<file path="src/rtl/data_cache_pkg.sv">
// rtl/data_cache_pkg.sv - address field widths, block width and FSM states for data_cache
package data_cache_pkg;
  localparam int TAG_W      = 3;
  localparam int INDEX_W    = 3;
  localparam int OFFSET_W   = 2;
  localparam int ADDR_W     = TAG_W + INDEX_W + OFFSET_W;
  localparam int MEM_ADDR_W = TAG_W + INDEX_W;
  localparam int BLOCK_W    = 32;

  typedef enum logic [1:0] {
    ST_IDLE      = 2'd0,
    ST_WRITEBACK = 2'd1,
    ST_FETCH     = 2'd2
  } cache_state_e;
endpackage

</file>
<file path="src/rtl/data_cache_fsm.sv">
// rtl/data_cache_fsm.sv - miss-handling FSM: state register, memory handshake and CPU stall
module data_cache_fsm
  import data_cache_pkg::*;
(
  input  logic                  clk,
  input  logic                  rst,
  input  logic                  read,
  input  logic                  write,
  input  logic                  hit,
  input  logic                  victim_dirty,
  input  logic [TAG_W-1:0]      req_tag,
  input  logic [TAG_W-1:0]      victim_tag,
  input  logic [INDEX_W-1:0]    index,
  input  logic [BLOCK_W-1:0]    victim_data,
  input  logic                  mem_busywait,
  output logic                  busywait,
  output logic                  mem_read,
  output logic                  mem_write,
  output logic [MEM_ADDR_W-1:0] mem_address,
  output logic [BLOCK_W-1:0]    mem_writedata,
  output logic                  fill_en
);
  cache_state_e state_q, state_d;

  always_ff @(posedge clk or posedge rst) begin
    if (rst) state_q <= ST_IDLE;
    else     state_q <= state_d;
  end

  always_comb begin
    state_d       = state_q;
    busywait      = 1'b0;
    mem_read      = 1'b0;
    mem_write     = 1'b0;
    mem_address   = '0;
    mem_writedata = '0;
    fill_en       = 1'b0;
    case (state_q)
      ST_IDLE: begin
        if ((read || write) && !hit) begin
          busywait = 1'b1;
          state_d  = victim_dirty ? ST_WRITEBACK : ST_FETCH;
        end
      end
      ST_WRITEBACK: begin
        busywait      = 1'b1;
        mem_write     = 1'b1;
        mem_address   = {victim_tag, index};
        mem_writedata = victim_data;
        if (!mem_busywait) state_d = ST_FETCH;
      end
      ST_FETCH: begin
        busywait    = 1'b1;
        mem_read    = 1'b1;
        mem_address = {req_tag, index};
        if (!mem_busywait) begin
          fill_en = 1'b1;
          state_d = ST_IDLE;
        end
      end
      default: state_d = ST_IDLE;
    endcase
    // A held request must not keep the CPU stalled while reset is asserted.
    if (rst) busywait = 1'b0;
  end
endmodule

</file>
<file path="src/rtl/data_cache.sv">
// rtl/data_cache.sv - direct-mapped write-back data cache: line arrays, hit compare, byte select
module data_cache
  import data_cache_pkg::*;
#(
  parameter int NUM_BLOCKS  = 8,
  parameter int BLOCK_BYTES = 4
) (
  input  logic                  CLK,
  input  logic                  RESET,
  input  logic                  READ,
  input  logic                  WRITE,
  input  logic [ADDR_W-1:0]     ADDRESS,
  input  logic [7:0]            WRITEDATA,
  output logic [7:0]            READDATA,
  output logic                  BUSYWAIT,
  output logic                  MEM_READ,
  output logic                  MEM_WRITE,
  output logic [MEM_ADDR_W-1:0] MEM_ADDRESS,
  output logic [BLOCK_W-1:0]    MEM_WRITEDATA,
  input  logic [BLOCK_W-1:0]    MEM_READDATA,
  input  logic                  MEM_BUSYWAIT
);
  typedef logic [BLOCK_BYTES-1:0][7:0] line_t;

  logic [TAG_W-1:0]    addr_tag;
  logic [INDEX_W-1:0]  addr_index;
  logic [OFFSET_W-1:0] addr_offset;
  assign {addr_tag, addr_index, addr_offset} = ADDRESS;

  logic [NUM_BLOCKS-1:0] valid_q, valid_d, dirty_q, dirty_d;
  logic [TAG_W-1:0]      tag_q  [NUM_BLOCKS];
  logic [TAG_W-1:0]      tag_d  [NUM_BLOCKS];
  line_t                 data_q [NUM_BLOCKS];
  line_t                 data_d [NUM_BLOCKS];

  logic hit, fill_en, store_hit, load_hit;

  assign hit       = valid_q[addr_index] && (tag_q[addr_index] == addr_tag);
  assign store_hit = WRITE && hit && !BUSYWAIT;
  assign load_hit  = READ && !WRITE && hit && !BUSYWAIT;
  assign READDATA  = load_hit ? data_q[addr_index][addr_offset] : 8'h00;

  data_cache_fsm u_fsm (
    .clk           (CLK),
    .rst           (RESET),
    .read          (READ),
    .write         (WRITE),
    .hit           (hit),
    .victim_dirty  (valid_q[addr_index] && dirty_q[addr_index]),
    .req_tag       (addr_tag),
    .victim_tag    (tag_q[addr_index]),
    .index         (addr_index),
    .victim_data   (data_q[addr_index]),
    .mem_busywait  (MEM_BUSYWAIT),
    .busywait      (BUSYWAIT),
    .mem_read      (MEM_READ),
    .mem_write     (MEM_WRITE),
    .mem_address   (MEM_ADDRESS),
    .mem_writedata (MEM_WRITEDATA),
    .fill_en       (fill_en)
  );

  // A fill and a store hit are mutually exclusive: stores only commit outside a miss.
  always_comb begin
    valid_d = valid_q;
    dirty_d = dirty_q;
    tag_d   = tag_q;
    data_d  = data_q;
    if (fill_en) begin
      valid_d[addr_index] = 1'b1;
      dirty_d[addr_index] = 1'b0;
      tag_d[addr_index]   = addr_tag;
      data_d[addr_index]  = MEM_READDATA;
    end else if (store_hit) begin
      dirty_d[addr_index]              = 1'b1;
      data_d[addr_index][addr_offset]  = WRITEDATA;
    end
  end

  always_ff @(posedge CLK or posedge RESET) begin
    if (RESET) begin
      valid_q <= '0;
      dirty_q <= '0;
    end else begin
      valid_q <= valid_d;
      dirty_q <= dirty_d;
    end
  end

  always_ff @(posedge CLK) begin
    tag_q  <= tag_d;
    data_q <= data_d;
  end
endmodule

</file>
<file path="config.mk">
export PLATFORM = sky130hd
export DESIGN_NAME = data_cache
export DESIGN_NICKNAME = d
export VERILOG_FILES = /design/src/rtl/data_cache_pkg.sv /design/src/rtl/data_cache_fsm.sv /design/src/rtl/data_cache.sv
export SDC_FILE = /design/constraint.sdc
export NUM_CORES = 1
export LEC_CHECK = 0
export ABC_AREA = 1
export BUFFER_PORTS_ARGS = -buffer_cell sky130_fd_sc_hd__buf_2
export CORE_ASPECT_RATIO = 1.1
export CORE_UTILIZATION = 34
export CTS_CLUSTER_SIZE = 24
export DETAILED_ROUTE_END_ITERATION = 8
export PLACE_DENSITY = 0.57
export RECOVER_POWER = 25
export SETUP_SLACK_MARGIN = 0.2
export SKIP_LAST_GASP = 1
export SLEW_MARGIN = 20
export SYNTH_ARGS = -nofsm -noshare
export SYNTH_HDL_FRONTEND = slang
export SYNTH_HIERARCHICAL = 1
export SYNTH_SLANG_ARGS = --single-unit
</file>
<file path="constraint.sdc">
create_clock -name CLK -period 5 [get_ports CLK]
set_clock_uncertainty 0.05 [all_clocks]
set_input_delay 1.25 -clock CLK [delete_from_list [all_inputs] [get_ports CLK]]
set_output_delay 1.25 -clock CLK [all_outputs]
set_load 0.01 [all_outputs]
</file>
# --- Word-level counts from Yosys, hierarchy flattened ---
# Index checks and enable logic that the tools add are counted.
totals:
  ff_bits: 298
  in_bits: 53
  out_inout_bits: 49
  wordCells: 123
classes:
  magnitude_cmp: 6
  eq_ne: 6
  mux: 44
  bitwise_logic: 5
  n_reduce_logical: 19
ops:
  columns: ["operator", "count"]
  rows:
  - ["$bwmux 256", 2]
  - ["$mux 256", 2]
  - ["$demux 32 s3", 2]
  - ["$mux 32", 5]
  - ["$bmux 32 s3", 1]
  - ["$mux 8", 5]
  - ["$bwmux 24", 1]
  - ["$bmux 8 s2", 1]
  - ["$demux 8 s2", 1]
  - ["$or 8x8->8", 2]
  - ["$pmux 6 s2", 1]
  - ["$logic_and 1x1->1", 11]
  - ["$bmux 3 s3", 1]
  - ["$demux 3 s3", 1]
  - ["$mux 1", 9]
  - ["$mux 3", 3]
  - ["$and 8x8->8", 1]
  - ["$mux 2", 4]
  - ["$not 8->8", 1]
  - ["$bmux 1 s3", 2]
  - ["$pmux 2 s3", 1]
  - ["$ge 4x4->1 const B", 1]
  - ["$lt 3x4->1 const B", 1]
  - ["$lt 4x1->1 const B", 1]
  - ["17 further kinds", 20]

# --- Logic depth before layout (Yosys ltp) ---
# Gate-level depths: netlist (run 1).
logic_depth:
  depth_word: 15
  depth_mapped: 18

# --- By module ---
# The synthesis (run 1) kept the hierarchy.
modules_own_cells:
  columns: ["module", "n_inst", "cells_each", "area_each_um2", "seq_area_each_um2"]
  rows:
  - ["data_cache", 1, 1346, 14087.3, 8808.4]
  - ["data_cache_fsm", 1, 116, 564.3, 50.0]

# --- Worst setup path before layout (run 1) ---
# No wires, ideal clock.
synth_timing:
  path_kind: "input port to output port"
  from: "input port ADDRESS[3]"
  to: "output port READDATA[0]"
  arrival_time_ns: 3.081
  setup_slack_ns: 0.619
  path_stages: 16
  n_path_buf: 1
  cell_sequence: "buf_4 -> nor2_2 -> nand3_1 -> nand2_1 -> inv_2 -> nand2_1 -> nand2_1 -> nand2_1 -> nor2_4 -> and2_2 -> nor2_1 -> nand2_1 -> a21oi_1 -> nor2_1 -> nand3_1 -> nor2_1"
synth_via:
  elab_chain_len: 14
synth_lines:
  columns: ["element", "line_no", "text"]
  rows:
  - ["start, declared", "data_cache.sv:12", "input logic [ADDR_W-1:0] ADDRESS,"]
  - ["$not 3->4 (implied by the code)", "data_cache.sv:38", "assign hit = valid_q[addr_index] && (tag_q[addr_index] == addr_tag);"]
  - ["$bmux 3 s3", "data_cache.sv:38", null]
  - ["$mux 3 (implied by the code) (2 in a row)", "data_cache.sv:38", null]
  - ["$eq 3x3->1", "data_cache.sv:38", null]
  - ["$logic_and 1x1->1 (*)", "data_cache.sv:38", null]
  - ["net hit", "data_cache.sv:36", "logic hit, fill_en, store_hit, load_hit;"]
  - ["$logic_not 1->1 (*)", "data_cache_fsm.sv:40", "if ((read || write) && !hit) begin"]
  - ["$logic_and 1x1->1 (*)", "data_cache_fsm.sv:40", null]
  - ["$mux 1 (*)", "data_cache_fsm.sv:40", null]
  - ["$pmux 1 s2 (*)", "data_cache_fsm.sv:38", "case (state_q)"]
  - ["$mux 1 (*)", "data_cache_fsm.sv:64", "if (rst) busywait = 1'b0;"]
  - ["net BUSYWAIT", "data_cache.sv:15", "output logic BUSYWAIT,"]
  - ["$logic_not 1->1 (*)", "data_cache.sv:40", "assign load_hit = READ && !WRITE && hit && !BUSYWAIT;"]
  - ["$logic_and 1x1->1 (*)", "data_cache.sv:40", null]
  - ["$mux 8 (*)", "data_cache.sv:41", "assign READDATA = load_hit ? data_q[addr_index][addr_offset] : 8'h00;"]
  - ["end, declared", "data_cache.sv:14", "output logic [7:0] READDATA,"]
# Mark *: on every way through the listed nets, which the timed path passes. The rest lies on a longest branch. The select of a mux whose other input is x is not followed.

# --- Worst setup path after layout (run 1) ---
layout_timing:
  from: "input port ADDRESS[2]"
  to: "output port READDATA[5]"
layout_via:
  elab_chain_len: 14
layout_lines:
  columns: ["element", "line_no"]
  rows:
  - ["$not 3->4 (implied by the code)", "data_cache.sv:38, data_cache.sv:41"]
  - ["$bmux 3 s3", "data_cache.sv:38"]
  - ["$mux 3 (implied by the code) (2 in a row)", "data_cache.sv:38"]
  - ["$eq 3x3->1", "data_cache.sv:38"]
  - ["$logic_and 1x1->1", "data_cache.sv:38"]
  - ["$logic_not 1->1", "data_cache_fsm.sv:40"]
  - ["$logic_and 1x1->1", "data_cache_fsm.sv:40"]
  - ["$mux 1", "data_cache_fsm.sv:40"]
  - ["$pmux 1 s2", "data_cache_fsm.sv:38"]
  - ["$mux 1", "data_cache_fsm.sv:64"]
  - ["$logic_not 1->1", "data_cache.sv:40"]
  - ["$logic_and 1x1->1", "data_cache.sv:40"]
  - ["$mux 8 (*)", "data_cache.sv:41"]
# Every way passes the cells marked *; elsewhere a longest branch is shown, timed or not. The select of a mux whose other input is x is not followed.

==> results of run 1 <==
-- repair_timing --
item	in CTS	in global routing
hold buffers	0	0
pin swaps	0	7
gates resized for setup	2	19
setup endpoints to repair	8	8
-- per-layer routing --
metal / vias to the layer above / share of wire [%] / GRT usage (%)
li1: 5495 / - / -
met1: 5972 / 40 / 32.0
met2: 708 / 47 / 37.4
met3: 93 / 10 / 3.40
met4: 0 / 3.2 / 7.63
met5: - / 0 / 0
-- cell usage after synthesis, drive strengths merged --
library cell / n / share of area [%]
nor3: 2 / 0.10
and2: 1 / 0.051
clkbuf: 66 / 1.7
o2111ai: 1 / 0.060
nand3b: 3 / 0.15
or2: 8 / 0.34
buf: 24 / 1.1
nand2: 385 / 9.9
nand3: 26 / 0.89
nor2: 81 / 2.3
a211oi: 16 / 0.82
clkinv: 1 / 0.026
edfxtp: 280 / 57
o2bb2ai: 2 / 0.12
a221oi: 2 / 0.12
a22oi: 27 / 1.4
a21oi: 26 / 0.89
a22o: 2 / 0.12
o21bai: 33 / 2.5
o22ai: 258 / 11
o21ai: 5 / 0.20
dfrtp: 18 / 3.1
inv: 159 / 4.1
and3: 2 / 0.085
ha: 4 / 0.34
nand4: 30 / 1.3
-- registers in the layout, summed over array words and instances, names as in the netlist, named ones only --
register / flops
data_q: 256
tag_q: 24
u_fsm/state_q: 2
valid_q: 8
-- final cells by class --
type,count,share of cell area (%)
Timing Repair Buffer,163,5.83
Tap cell,567,4.14
Multi-Input combinational cell,914,28.4
Sequential cell,298,51.7
Clock inverter,19,0.884
Clock buffer,43,5.42
Inverter,160,3.54
-- cell families after synthesis --
kind of cell	Yosys count	synth area share (%)
and+or+nand+nor	538	15.1
AOI/OAI and AO/OA	372	17.2
DFF	298	60.5
adders and majority gates	4	0.342
buffers and inverters	250	6.93
-- worst max-delay path, stage by stage --
cell and delay (ns):
clkbuf_4 0.19, inv_6 0.07, buf_6 0.15, nand2_1 0.15, clkbuf_1 0.45, nor2_1 0.09
a211oi_1 0.23, nand2_1 0.21, nand2_1 0.17, nand2_1 0.06, nor2_1 0.15, nor2_1 0.06
buf_2 0.14
-- path summary, 6_finish.rpt --
path                       slack (ns)        startpoint                to  depth (start not counted)
max                              0.30        ADDRESS[2]       READDATA[5]                         13
min reg2reg                      0.43        valid_q[5]        valid_q[5]                          2
min in group asynchronous        0.55             RESET  u_fsm/state_q[1]                          2
min                              0.43        valid_q[5]        valid_q[5]                          2
max reg2reg                      1.37  u_fsm/state_q[0]       data_q[127]                          8
max in group asynchronous        3.74             RESET         async pin                          2
-- power breakdown --
part | switching [uW] | internal [uW]
Sequential | 62.2 | 2900
Clock | 1030 | 1420
Combinational | 868 | 330
Total | 1960 | 4650
-- stage by stage --
| stage | cell area [um^2] | hold WS [ns] | setup WS, ns | total power [uW] | instances |
|---|---|---|---|---|---|
| 2_1_floorplan | 14700 | 0.373 | 0.619 | 3700 | 1462 |
| 3_3_place_gp | 16000 | 0.415 | 0.150 | 4170 | 2102 |
| 3_5_place_dp | 16000 | 0.415 | 0.0299 | 4190 | 2102 |
| 4_1_cts | 17100 | 0.430 | 0.213 | 6600 | 2164 |
| 5_1_grt | 17100 | 0.452 | 0.152 | 6820 | 2164 |
| 6_report | 17100 | 0.427 | 0.300 | 6610 | 2164 |
-- placed cells by master, fill, tap and decap left out, types with 5 or more instances in the layout --
cell and count:
dfrtp_1 18, nand2_1 383, clkbuf_16 36, a211oi_1 16, buf_4 37, nand4_1 30
edfxtp_1 280, o21bai_2 30, a21oi_1 25, o22ai_1 258, or2_2 8, clkinv_1 8
inv_2 5, clkinv_2 8, nand3_1 25, nor2_4 11, buf_2 95, nor2_2 6
buf_12 7, a22oi_1 27, clkbuf_1 28, nor2_1 64, inv_1 153
==> impl_metrics.env, run 1 <==
export IMPL_status="finished with violations"
export IMPL_violations="capacitance limit, slew limit"
export IMPL_startpoint_type="primary input"
export IMPL_layout_nets=1629
export IMPL_arrival_ns=3.40
export IMPL_clock_sinks=298
export IMPL_ant_nets=0
export IMPL_grt_pass1_vias=11700
export IMPL_multi_input_comb_area_mm2=0.00487
export IMPL_slew_headroom_pct=-40.0
export IMPL_gp_congestion=0.884
export IMPL_drv_cap=2
export IMPL_cts_clk_slew_worst_paths_ns=0.06
export IMPL_drtIter0Drc=1341
export IMPL_min_period_ns=4.70
export IMPL_rsz0062_at_grt="no"
export IMPL_crit_fanout=13
export IMPL_period_share_pct=94.0
export IMPL_slew_viol_final=66
export IMPL_hold_violations=0
export IMPL_power_leakage_uw=0.00663
export IMPL_die_h_um=220
export IMPL_fillers=4192
export IMPL_synth_nets=1519
export IMPL_setup_tns_ns=0
export IMPL_clk_latency_ns=0.51
export IMPL_htree_levels=2
export IMPL_io_pins=102
export IMPL_chipWidth_um=200
export IMPL_via_per_inst=5.67
export IMPL_vias=12300
export IMPL_yosys_warnings=6
export IMPL_drt_total_wl_um=51000
export IMPL_ir_drop_mv=0.215
export IMPL_worstMarginPinSlew_ns=2.10
export IMPL_grt_total_usage_pct=23.2
export IMPL_cts_setup_buffers=0
export IMPL_critPathRequiredTime_ns=3.70
export IMPL_avgSynthCellArea_um2=10.0
export IMPL_cp_end_kind="output port"
export IMPL_area_sequential_mm2=0.00886
export IMPL_synthCells=1462
export IMPL_fmax_ghz=0.213
export IMPL_dieArea_mm2=0.0439
export IMPL_cts_tree="built"
export IMPL_cts_path_max_buffers=3
export IMPL_rows=79
export IMPL_portBuffers=101
export IMPL_grt_pass1_wl_um=74700
export IMPL_synth_seq_cells=298
export IMPL_cts_buffers_inserted=35
export IMPL_antenna_found_initial=1
export IMPL_grt_max_degree=40
export IMPL_area_growth_syn_to_layout_pct=16.9
export IMPL_finalSetupViolations=0
export IMPL_holdCritPathClass="reg2reg"
export IMPL_grt_remaining_overflow=0
export IMPL_cts_root_buf="clkbuf_16"
export IMPL_crit_type="in2out"
export IMPL_wl_per_cell_um=23.6
export IMPL_drcViolationCount=0
export IMPL_dr_pass1_iters=5
export IMPL_hpwl_um=33300
export IMPL_power_density_mw_per_mm2=386
export IMPL_yosysUniqueCellTypes=37
export IMPL_syn_area_mm2=0.0147
export IMPL_fin_util_pct=40.4
export IMPL_yosysSeqAreaShare_pct=60.5
export IMPL_drive_gt1_share_pct=16.2
export IMPL_diodes=0
export IMPL_initial_core_util_pct=34.6
export IMPL_coreArea_mm2=0.0424
(Power assumes the default switching activity.)
==> inputs of run 2 (changes only) <==
Settings changed: GPL_TIMING_DRIVEN from default to 0.
==> run 2 against run 1 <==
  * Total power rose by 2.3%
  * Register-to-register slack got worse by 0.38 ns
  * Flip-flop and latch count unchanged
  * Clock power is essentially flat
  * Clock-buffer cell count unchanged
  * Sequential power barely moved
  * Critical path depth shrank 1
  * Global-route usage is 3.9 points higher
  * Critical path type unchanged
  * Non-clock buffer count grew 39
  * Via count increased by 7.0%
  * The flow still finishes with violations (capacitance limit, slew limit)
==> impl_metrics.env, run 2 (same netlist as run 1, synthesis figures left out) <==
export IMPL_stdcell_area_mm2=0.0172
export IMPL_drv_cap=2
export IMPL_antenna_found_initial=2
export IMPL_postCtsHoldBufs=0
export IMPL_critPathRequiredTime_ns=3.70
export IMPL_violations="capacitance limit, slew limit"
export IMPL_via_per_inst=5.96
export IMPL_vias=13100
export IMPL_fin_util_pct=40.7
export IMPL_cts_root_buf="clkbuf_16"
export IMPL_grt_total_usage_pct=27.1
export IMPL_initial_core_util_pct=34.6
export IMPL_grt_pass1_wl_um=83100
export IMPL_clock_sinks=298
export IMPL_worst_slack_ns=0.183
export IMPL_period_share_pct=96.3
export IMPL_grt_remaining_overflow=0
export IMPL_startpoint_type="primary input"
export IMPL_slew_viol_final=21
export IMPL_crit_fanout=10
export IMPL_hpwl_um=41700
export IMPL_slew_headroom_pct=-8.07
export IMPL_crit_chain="buf_2 > clkbuf_4 > nor3_4 > buf_12 > clkbuf_4 > a22oi_1 > nand4_1 > nand2_1 > nand2_1 > nor2_1 > nor2_2 > buf_2"
export IMPL_path_delay_family="buffers and inverters"
export IMPL_r2r_end="data_q[52]"
export IMPL_portBuffers=101
export IMPL_dr_pass1_iters=8
export IMPL_worstMarginPinSlew_ns=1.62
export IMPL_dp_slack_ns=-0.445
export IMPL_r2r_cells=10
export IMPL_final_common_cell="nand2_1"
export IMPL_dp_cells=2131
export IMPL_cp_end_kind="output port"
export IMPL_layout_nets=1668
export IMPL_instances_no_fill=2203
export IMPL_rsz0062_at_grt="no"
export IMPL_largest_reg_flops=256
export IMPL_wl_per_cell_um=27.4
export IMPL_post_dp_cell_area_mm2=0.0159
export IMPL_crit_type="in2out"
export IMPL_final_cell_mix="378 x nand2_1, 280 x edfxtp_1, 258 x o22ai_1"
export IMPL_hold_violations=0
export IMPL_clk_latency_ns=0.53
export IMPL_ir_drop_mv=0.178
export IMPL_top_regs="data_q: 256 flops, tag_q: 24 flops, valid_q: 8 flops"
export IMPL_min_to="valid_q[5]"
export IMPL_regMostFlops="data_q"
export IMPL_htree_levels=2
export IMPL_io_pins=102
export IMPL_critPathMaxStageDelay_ns=0.29
export IMPL_ant_nets=0
export IMPL_dieArea_mm2=0.0439
export IMPL_hp_start="valid_q[5]"
export IMPL_status="finished with violations"
export IMPL_gp_congestion=0.979
export IMPL_rows=79
export IMPL_drt_total_wl_um=60500
export IMPL_coreArea_mm2=0.0424
export IMPL_drtIter0Drc=2099
export IMPL_die_h_um=220
export IMPL_rr_startpoint="u_fsm/state_q[0]"
export IMPL_cp_num_buf_inv=5
export IMPL_cts_buffers_inserted=34
export IMPL_grt_pass1_vias=12200
export IMPL_holdCritPathClass="reg2reg"
export IMPL_slowest_stage="clkbuf_4"
export IMPL_power_leakage_uw=0.00668
export IMPL_arrival_ns=3.52
export IMPL_fmax_ghz=0.208
export IMPL_chipWidth_um=200
export IMPL_cts_clk_slew_worst_paths_ns=0.06
export IMPL_cts_path_max_buffers=3
export IMPL_finalSetupViolations=0
export IMPL_whs_path_depth=2
export IMPL_whs_ns=0.417
export IMPL_drcViolationCount=0
export IMPL_reg2reg_setup_slack_ns=0.99
export IMPL_grt_max_degree=17
export IMPL_cts_tree="built"
export IMPL_drive_gt1_share_pct=16.6
export IMPL_min_period_ns=4.82
export IMPL_power_density_mw_per_mm2=392
export IMPL_area_growth_syn_to_layout_pct=17.7
[run 2: changes by cell type in the layout (fill, tap and decap cells not counted), moves of 6 or more]
cell / previous run / this run
nor2_2: 6 / 12
buf_4: 37 / 18
buf_6: 1 / 8
clkbuf_2: 0 / 7
clkbuf_1: 28 / 69
clkbuf_4: 2 / 9
[run 2: metrics by stage]
step / power (uW) / setup TNS [ns]
detailed placement: 4290 / -4.59
global route: 6890 / 0
global placement: 4270 / -15.71
finish: 6760 / 0
floorplan: 3700 / 0
CTS: 6680 / 0
[run 2: final cells by class]
class                           instances  area [um^2]
Inverter                              160          603
Timing Repair Buffer                  112          611
Tap cell                              567          709
Buffer                                 90          497
Clock inverter                         17          141
Fill cell                            4217        25200
Sequential cell                       298         8860
Antenna cell                            1         2.50
Clock buffer                           43          906
Multi-Input combinational cell        915         4910
[run 2: timing repair]
item | CTS | global route
gates cloned | 0 | 1
gates resized for setup | 47 | 39
setup buffers | 4 | 6
pin swaps | 4 | 11
endpoints found under the setup margin | 40 | 8
[run 2: worst min-delay path, delay by kind of cell, from the launching register on]
family | cells | cell delay [ns]
flops | 1 | 0.32
simple gates | 1 | 0.06
buf+inv | 1 | 0.06
[run 2: worst max path at each step]
stage	cells past startpoint	endpoint	start	slack (ns)
final	12	READDATA[2]	ADDRESS[2]	0.18
after floorplan	16	READDATA[0]	ADDRESS[3]	0.62
after detailed placement	13	READDATA[2]	ADDRESS[3]	-0.45
after CTS	14	READDATA[5]	ADDRESS[4]	0.19
after global routing	18	READDATA[6]	ADDRESS[3]	0.09
after global placement	11	READDATA[5]	ADDRESS[2]	-0.88
[run 2: where the power goes]
part           switching [uW]  internal [uW]
sequential               56.4           2900
combinational            1040            339
clock                    1030           1390
total                    2130           4630
[run 2: per-layer routing]
metal / GRT usage, % / routed length, um / vias to the layer above
li1: - / - / 5576
met2: 41.5 / 26600 / 1069
met3: 6.57 / 8320 / 165
met5: 0 / 103 / -
met1: 35.6 / 22100 / 6309
met4: 14.1 / 3300 / 2
